===== config.mk =====
export PLATFORM = sky130hd
export DESIGN_NAME = count_capture
export DESIGN_NICKNAME = d
export VERILOG_FILES = /design/src/rtl/count_capture.sv
export SDC_FILE = /design/constraint.sdc
export NUM_CORES = 1
export LEC_CHECK = 0
export CORE_AREA = 2 2 79 81
export DETAILED_ROUTE_END_ITERATION = 8
export DIE_AREA = 0 0 81 83
export SETUP_SLACK_MARGIN = 0.3
export SLEW_MARGIN = 20
export SYNTH_ARGS = -nofsm -noshare
export SYNTH_HDL_FRONTEND = slang
export SYNTH_SLANG_ARGS = --single-unit
export TNS_END_PERCENT = 5

===== constraint.sdc =====
create_clock -name i_clk -period 6 [get_ports i_clk]
set_input_delay 1.5 -clock i_clk [delete_from_list [all_inputs] [get_ports i_clk]]
set_output_delay 1.5 -clock i_clk [all_outputs]
set_load 0.05 [all_outputs]

===== src/rtl/count_capture.sv =====
// count_capture: samples i_count on each rising edge of i_event into a small FWFT FIFO.
// Optional build macro COUNT_CAPTURE_SYNC_EN adds a 2-flop synchronizer on i_event.
module count_capture #(
   parameter int WIDTH            = 10,
   parameter int DEPTH            = 4,
   parameter int CLEAR_ON_CAPTURE = 0
) (
   input  logic                   i_clk,
   input  logic                   i_rst,
   input  logic [WIDTH-1:0]       i_count,
   input  logic                   i_event,
   input  logic                   i_ovf_clear,
   output logic                   o_clear,
   output logic [WIDTH-1:0]       o_data,
   output logic                   o_valid,
   input  logic                   i_ready,
   output logic [$clog2(DEPTH):0] o_level,
   output logic                   o_overflow
);

   localparam int AW = $clog2(DEPTH);
   localparam int LW = AW + 1;

   logic             ev_s;
   logic             ev_q;
   logic             edge_det;
   logic             full;
   logic             push;
   logic             pop;
   logic [AW-1:0]    wr_ptr;
   logic [AW-1:0]    rd_ptr;
   logic [WIDTH-1:0] mem [DEPTH];

`ifdef COUNT_CAPTURE_SYNC_EN
   logic [1:0] sync_q;

   always_ff @(posedge i_clk) begin
      if (i_rst) begin
         sync_q <= '0;
      end else begin
         sync_q <= {sync_q[0], i_event};
      end
   end

   assign ev_s = sync_q[1];
`else
   assign ev_s = i_event;
`endif

   // o_valid/i_ready: a word transfers on every cycle where both are high;
   // o_data holds the head word unchanged while o_valid & ~i_ready.
   assign edge_det = ev_s & ~ev_q;
   assign full     = (o_level == LW'(DEPTH));
   assign o_valid  = (o_level != '0);
   assign pop      = o_valid & i_ready;
   assign push     = edge_det & (~full | pop);
   assign o_data   = mem[rd_ptr];

   // Reset gate keeps the counter's clear quiet while this block is held in reset.
   assign o_clear  = (CLEAR_ON_CAPTURE != 0) && edge_det && !i_rst;

   always_ff @(posedge i_clk) begin
      if (push) begin
         mem[wr_ptr] <= i_count;
      end
   end

   always_ff @(posedge i_clk) begin
      if (i_rst) begin
         ev_q       <= 1'b0;
         wr_ptr     <= '0;
         rd_ptr     <= '0;
         o_level    <= '0;
         o_overflow <= 1'b0;
      end else begin
         ev_q <= ev_s;
         if (push) begin
            wr_ptr <= wr_ptr + AW'(1);
         end
         if (pop) begin
            rd_ptr <= rd_ptr + AW'(1);
         end
         case ({push, pop})
            2'b10:   o_level <= o_level + LW'(1);
            2'b01:   o_level <= o_level - LW'(1);
            default: o_level <= o_level;
         endcase
         // A drop in the same cycle as a clear request leaves the flag set.
         if (edge_det && full && !pop) begin
            o_overflow <= 1'b1;
         end else if (i_ovf_clear) begin
            o_overflow <= 1'b0;
         end
      end
   end

endmodule

==> results.ini, run 1 <==
[outcome]
status=finished clean

[timing]
max_slew_margin_pct=52.9
rsz0062_at_grt=false
worst_pin_slew_ps=706
fmax_mhz=258
maxSlewViolCount=0
final_hold_viol_count=0
setup_viol=0
period_share_pct=64.7
setup_tns_ps=0
whs_ps=500
worst_clock_skew_ps=5.65
period_minus_slack_ps=3880

[cells_and_area]
drive_gt1_share_pct=13.6
diodes=0
final_cell_mix=edfxtp_1 (40), clkdlybuf4s50_1 (29), dfxtp_1 (11)
layout_commonest_cell=edfxtp_1
finalNetCount=167
fillers=533
area_delta_synth_final_pct=23.1

[placement]
port_buffers=29
hpwl_mm=2.20
globalplace.congestion=0.795

[power]
leakagePower_nw=0.813
p_per_area_nw_per_um2=370
irDropWorstVdd_uv=173

[routing]
wl_per_cell_microns=14.4
drt_pass1_iterations=4
drc=0
num_vias=1026
dr.first_iter.drc_count=70
via_per_inst=4.62
wl_mm=3.21
detail-route-antenna-nets=0

[die]
fp-row-count=28
die_x_microns=81
core_area_sq_um=5820
die_h_microns=83
start_util_pct=34.7
dieArea_sq_um=6720
num_io_pins=31

[global_route]
grt_max_degree=16
grt_pass1_wl_mm=5.32
overflow=0
first_global_vias=1085
track_usage_pct=10.5
antenna_found_initial=0

[worst_setup_path]
worst_setup_path_start_kind=flip-flop
end_kind=primary output
path_max_fanout=10
required_ps=4500
critPathArrivalTime_ps=2380
path_class=reg2out

[yosys]
netlist_instances=116
synth_top_area_cell=edfxtp_1
yosysWarnings=0
synth_cell_type_count=31
yosys-top-cells-area=edfxtp_1 (60%), mux4_2 (11%), dfxtp_1 (11%)
synth_top_family_by_area=multiplexers
synth_area_sq_um=2020
yosys.area.top_type_share_pct=59.6
synth-compound-area-share_pct=2.30
ys_seq_area_share_pct=70.5
syn-num-nets=136
synth.avg_cell_area_sq_um=17.4
synth_adder_area_share_pct=3.48
synthXorXnorAreaFrac_pct=1.74
synth_seq_cells=51
synth_mux_area_share_pct=12.7
synthSimpleGateAreaFrac_pct=6.70

[clocking]
cts_setup_buffers=0
cts_buffers=5
insertion_delay_ps=290
cts_max_path_buffers=2
holdBufCountCts=0
cts_root_buf=clkbuf_8
ctsResizeCount=0
cts_sinks=51
cts_tree=built
htreeDepth=2
path_clk_slew_ps=80

[job]
max_cap_violations=0

[hold_path]
hold_path_class=reg2reg

through the flow:
step / cells / total power, mW / util [%] / worst slack, ps / instance area (sq um)
2_1_floorplan: 116 / 0.625 / - / 3070 / 2020
6_report: 222 / 0.919 / 42.7 / 2120 / 2480
5_1_grt: 222 / 0.964 / 42.7 / 1950 / 2480
3_5_place_dp: 215 / 0.706 / 40.8 / 2330 / 2370
4_1_cts: 222 / 0.929 / 42.7 / 2050 / 2480
3_3_place_gp: 215 / 0.700 / 40.8 / 2410 / 2370
synth_stat cells:
library cell / number
nor4_2: 1
nand2b_1: 1
a31o_2: 1
a21oi_1: 1
ha_1: 4
nor2_1: 8
nand3_1: 2
o31ai_1: 1
xnor2_1: 2
and2_1: 4
buf_2: 2
conb_1: 1
o21ai_1: 1
mux2_1: 1
o31a_1: 1
clkbuf_1: 1
fa_1: 1
nand2_1: 3
buf_1: 1
buf_4: 1
inv_1: 6
o21ai_0: 1
or3_1: 1
edfxtp_1: 40
mux2i_1: 2
nor4b_2: 1
nor2b_1: 3
dfxtp_1: 11
mux4_2: 10
a31oi_1: 1
xor2_1: 2
state kept, by name, indices dropped and copies added (netlist names), named ones only:
| name | cells |
|---|---|
| ev_q | 1 |
| mem | 40 |
| o_level | 3 |
| o_overflow | 1 |
| rd_ptr | 2 |
| wr_ptr | 2 |
cell type report:
cell class / count / area (sq um) / share of cell area (%)
well taps: 75 / 93.8 / 3.78
clock buffers: 5 / 68.8 / 2.77
inverters: 6 / 22.5 / 0.908
flip-flops and latches: 51 / 1420 / 57.3
multi-input cells: 54 / 547 / 22.0
clock inverters: 2 / 37.5 / 1.51
repair buffers: 29 / 290 / 11.7
where the power goes:
part	leakage (nW)	total [mW]	internal, mW	switching, mW
logic	0.307	0.258	0.106	0.152
clock network	0.0502	0.224	0.122	0.102
registers	0.455	0.438	0.407	0.0303
routing by layer:
layer / global-route usage [%] / vias to the layer above / part of all wire [%] / wire length (microns)
li1: - / 490 / - / -
met1: 13.4 / 502 / 44 / 1420
met2: 16.3 / 28 / 48 / 1520
met3: 4.13 / 6 / 6.7 / 214
met4: 3.24 / 0 / 1.3 / 43
met5: 0 / - / 0 / 0
logic make-up (layout without fill, tap and decap cells):
kind of cell             count (synthesis)  count (layout)
flip-flops                              51              51
AND/OR/NAND/NOR                         24              24
multiplexers                            13              13
buffers and inverters                   11              42
AO/OA/AOI/OAI                            7               7
adder cells (fa/ha/maj)                  5               5
XOR/XNOR                                 4               4
other                                    1               1
path summary, 6_finish.rpt:
path	startpoint	endpoint	slack (ps)	depth (start not counted)
worst min-delay path	o_overflow$_SDFFE_PP0P_	o_overflow$_SDFFE_PP0P_	500	2
worst max-delay path	flip-flop	o_data[1]	2120	2
worst min register to register	o_overflow$_SDFFE_PP0P_	o_overflow$_SDFFE_PP0P_	500	2
worst max register to register	o_level[2]$_SDFFE_PP0P_	o_level[2]$_SDFFE_PP0P_	3880	6
worst max-delay path: stages (launching register included):
cell and delay (ps):
dfxtp_1 780, mux4_2 590, clkdlybuf4s50_1 710
No activity file was read; power rests on OpenSTA's default activity.
==> run 2: changes to the inputs <==
==> constraint.sdc (replaced) <==
create_clock -name i_clk -period 3.65 [get_ports i_clk]
set_input_delay 0.9125 -clock i_clk [delete_from_list [all_inputs] [get_ports i_clk]]
set_output_delay 0.9125 -clock i_clk [all_outputs]
set_load 0.05 [all_outputs]
==> run 2 against run 1 <==
Via count up 2.9%. Routed wire length up 0.62%. Sequential share of layout area up 0.32 points. First-iteration DRC count down 16%. Hold slack better by 26 ps. Register-to-register slack worse by 2300 ps. Clock power up 37%.
==> results.ini, run 2 (synthesized netlist as in run 1, its figures left out) <==
[die]
fp-row-count=28
die_x_microns=81
die_h_microns=83
core_area_sq_um=5820
num_io_pins=31
start_util_pct=34.7
dieArea_sq_um=6720

[worst_setup_path]
required_ps=2740
path_class=reg2out
path_max_fanout=9
end_kind=primary output
r2r_end=o_level[2]$_SDFFE_PP0P_
slowest_stage=clkdlybuf4s50_1
cp_top_family=buffers and inverters
timing.rr.start=o_level[0]$_SDFFE_PP0P_
worst_setup_path_start_kind=flip-flop
cpPeakStageDelay_ps=710
critPathArrivalTime_ps=2150
crit_path_cell_trace=buf_4, mux4_2, clkdlybuf4s50_1
r2r_cells=6
ff2ff_setup_slack_ps=1620
cp_num_buf_inv=2

[global_route]
first_global_vias=1051
grt_max_degree=16
track_usage_pct=10.2
antenna_found_initial=0
overflow=0
grt_pass1_wl_mm=5.06

[timing]
worst_clock_skew_ps=5.75
setup_viol=0
fmax_mhz=327
worst_pin_slew_ps=567
layout_setup_ws_ps=587
period_minus_slack_ps=3060
setup_tns_ps=0
period_share_pct=83.9
maxSlewViolCount=0
max_slew_margin_pct=62.2
final_hold_viol_count=0
rsz0062_at_grt=false

[placement]
pre_cts_ws_ps=628
port_buffers=29
globalplace.congestion=0.750
hpwl_mm=2.14

[cells_and_area]
reg.largest.list=mem: 40 flops, o_level: 3 flops
final_cell_mix=edfxtp_1 (40), clkdlybuf4s50_1 (29), dfxtp_1 (11)
fillers=532
diodes=0
layout_commonest_cell=edfxtp_1
drive_gt1_share_pct=13.4
finalNetCount=168
top_register=mem
area_delta_synth_final_pct=22.4
largest_reg_flops=40
utilization_pct=42.4

[routing]
num_vias=1056
via_per_inst=4.71
detail-route-antenna-nets=0
drt_pass1_iterations=4
wl_per_cell_microns=14.4
wl_mm=3.23
dr.first_iter.drc_count=59
drc=0

[outcome]
status=finished clean

[clocking]
cts_sinks=51
cts_tree=built
path_clk_slew_ps=90
cts_root_buf=clkbuf_8
cts_setup_buffers=0
holdBufCountCts=0
cts_buffers=5
insertion_delay_ps=300
cts_max_path_buffers=2
htreeDepth=2
ctsResizeCount=0

[hold_path]
hold_path_class=reg2reg
hold_path_depth=2
min_to=o_overflow$_SDFFE_PP0P_
holdCritStartpoint=o_overflow$_SDFFE_PP0P_

[power]
irDropWorstVdd_uv=329
leakagePower_nw=0.811
p_per_area_nw_per_um2=590
fin_total_pwr_mw=1.46

[job]
max_cap_violations=0

## run 2: cell types whose count changed in the layout (fill, tap and decap cells not counted), sizes merged
| cell | before | now |
|---|---|---|
| clkinv | 0 | 2 |
| buf | 0 | 1 |
| bufinv | 1 | 0 |
| clkbuf | 5 | 6 |
| clkinvlp | 1 | 0 |
## run 2: layer usage
metal	part of all wire, %	vias up	global-route usage, %
met3	6.0	6	4.24
li1	-	495	-
met2	49	35	16.2
met5	0	-	0
met4	1.7	0	4.16
met1	43	520	12.2
## run 2: where the power goes
part           total, mW  switching (mW)  internal, mW  leakage (nW)
sequential         0.701          0.0311         0.670         0.455
combinational      0.448           0.269         0.179         0.313
clock              0.307           0.173         0.134        0.0428
## run 2: worst min-delay path, cell delays in order (launching register included)
cell	delay, ps
dfxtp_1	350
a21oi_1	60
nor2_1	80
## run 2: cell type report
class	instances	area [sq um]	area share [%]
Clock buffer	6	72.6	2.94
Clock inverter	2	12.5	0.507
Sequential cell	51	1420	57.6
Timing Repair Buffer	30	298	12.1
Tap cell	75	93.8	3.80
Multi-Input combinational cell	54	547	22.2
Inverter	6	22.5	0.913
## run 2: through the flow
stage          area, sq um  hold WS, ps  cells
2_1_floorplan         2020          485    116
3_3_place_gp          2380          474    216
3_5_place_dp          2380          486    216
4_1_cts               2470          523    224
5_1_grt               2470          556    224
6_report              2470          526    224
## run 2: worst max path at each step
stage,to,cells past startpoint,slack [ps]
after floorplan,o_level[2]$_SDFFE_PP0P_,6,1310
after global placement,o_level[2]$_SDFFE_PP0P_,7,700
after detailed placement,o_level[2]$_SDFFE_PP0P_,7,630
after CTS,o_data[7],3,550
after global routing,o_data[2],3,490
final,o_data[7],3,590
==> run 3: changes to the inputs <==
==> constraint.sdc (replaced) <==
create_clock -name i_clk -period 3.2 [get_ports i_clk]
set_input_delay 0.8 -clock i_clk [delete_from_list [all_inputs] [get_ports i_clk]]
set_output_delay 0.8 -clock i_clk [all_outputs]
set_load 0.05 [all_outputs]
==> run 3 against run 2 <==
Cell count unchanged. Sequential share of layout area down 1.1 points. Via count up 2.2%.
==> results.ini, run 3 (synthesized netlist as in run 1, its figures left out) <==
[outcome]
status=finished clean

[routing]
num_vias=1079
via_per_inst=4.82
detail-route-antenna-nets=0
dr.first_iter.drc_count=50
drc=0
wl_per_cell_microns=14.6
drt_pass1_iterations=4
wl_mm=3.28

[placement]
pre_cts_ws_ps=319
globalplace.congestion=0.678
hpwl_mm=2.18
port_buffers=29

[worst_setup_path]
critPathArrivalTime_ps=2090
timing.rr.start=o_level[0]$_SDFFE_PP0P_
crit_path_cell_trace=buf_4, mux4_2, clkdlybuf4s50_1
cp_top_family=buffers and inverters
worst_setup_path_start_kind=flip-flop
required_ps=2400
cp_num_buf_inv=2
path_class=reg2out
end_kind=primary output
path_max_fanout=10
cpPeakStageDelay_ps=720
slowest_stage=clkdlybuf4s50_1

[die]
start_util_pct=34.7
fp-row-count=28
core_area_sq_um=5820
die_x_microns=81
die_h_microns=83
dieArea_sq_um=6720
num_io_pins=31

[clocking]
cts_tree=built
cts_max_path_buffers=2
path_clk_slew_ps=80
cts_setup_buffers=0
cts_buffers=5
cts_root_buf=clkbuf_8
cts_sinks=51
insertion_delay_ps=290
htreeDepth=2

[cells_and_area]
largest_reg_flops=40
reg.largest.list=mem: 40 flops, o_level: 3 flops
finalNetCount=168
area_delta_synth_final_pct=24.8
diodes=0
top_register=mem
final_cell_mix=edfxtp_1 (40), clkdlybuf4s50_1 (27), dfxtp_1 (11)
layout_commonest_cell=edfxtp_1
drive_gt1_share_pct=14.1

[global_route]
grt_pass1_wl_mm=5.12
overflow=0
grt_max_degree=16
track_usage_pct=10.1
antenna_found_initial=0
first_global_vias=1055

[timing]
setup_tns_ps=0
rsz0062_at_grt=true
fmax_mhz=346
final_hold_viol_count=0
period_share_pct=90.3
layout_setup_ws_ps=311
max_slew_margin_pct=63.7
setup_viol=0
worst_pin_slew_ps=544
period_minus_slack_ps=2890
worst_clock_skew_ps=4.68
maxSlewViolCount=0

[job]
max_cap_violations=0

[power]
p_clk_share_pct=27.9
power.internal_mw=1.28
irDropWorstVdd_uv=456
switching_share_pct=29.6
p_seq_share_pct=43.9
p_per_area_nw_per_um2=722
p_switching_mw=0.537
combPwrFrac_pct=28.3
leakagePower_nw=0.844

[hold_path]
hold_path_class=reg2reg
holdCritStartpoint=o_overflow$_SDFFE_PP0P_

-- run 3: changes by cell type in the layout (fill, tap and decap cells not counted), sizes merged --
cell / delta
clkinv: -2
dlygate4sd2: +1
dlymetal6s2s: +1
bufinv: +2
clkdlybuf4s50: -2
-- run 3: worst paths after layout --
kind / slack [ps] / endpoint / depth (start not counted)
hold / removal: 510 / o_overflow$_SDFFE_PP0P_ / 2
hold reg to reg: 510 / o_overflow$_SDFFE_PP0P_ / 2
setup reg to reg: 1170 / o_level[2]$_SDFFE_PP0P_ / 6
setup / recovery: 310 / o_data[2] / 3
-- run 3: power groups by stage --
stage	combinational (mW)	sequential, mW	clock (mW)
after global placement	0.514	0.809	0
after detailed placement	0.520	0.812	0
final	0.513	0.796	0.506
after global routing	0.546	0.803	0.541
after CTS	0.520	0.797	0.517
after floorplan	0.338	0.833	0
-- run 3: metrics by stage --
step	cells	hold WS (ps)	power, mW	instance area (sq um)	utilization [%]
5_1_grt	224	569	1.89	2520	43.3
6_report	224	510	1.82	2520	43.3
4_1_cts	224	521	1.83	2510	43.2
3_3_place_gp	216	473	1.32	2380	41.0
2_1_floorplan	116	485	1.17	2020	-
3_5_place_dp	216	496	1.33	2380	41.0
-- run 3: tightest hold or removal path, cell delays in order, from the launching register on --
cell and delay, ps:
dfxtp_1 340, a21oi_1 60, nor2_1 80
-- run 3: layout make-up --
type	instances	area, sq um
clock buffer	6	72.6
fill	524	3300
timing repair buffer	30	299
clock inverter	2	60.1
inverter	6	22.5
multi-input combinational	54	547
sequential	51	1420
tap	75	93.8
-- run 3: what timing repair did --
item / in CTS / in global routing
endpoints found under the setup margin: 5 / 9
hold buffers: 0 / 0
resized for setup: 1 / 1
-- run 3: per-layer routing --
layer	wire, microns	global-route usage [%]	vias to the layer above	part of all wire (%)
li1	-	-	496	-
met1	1410	12.3	551	43
met2	1650	16.8	28	50
met3	186	3.04	4	5.7
met4	33	3.70	0	1.0
met5	0	0	-	0
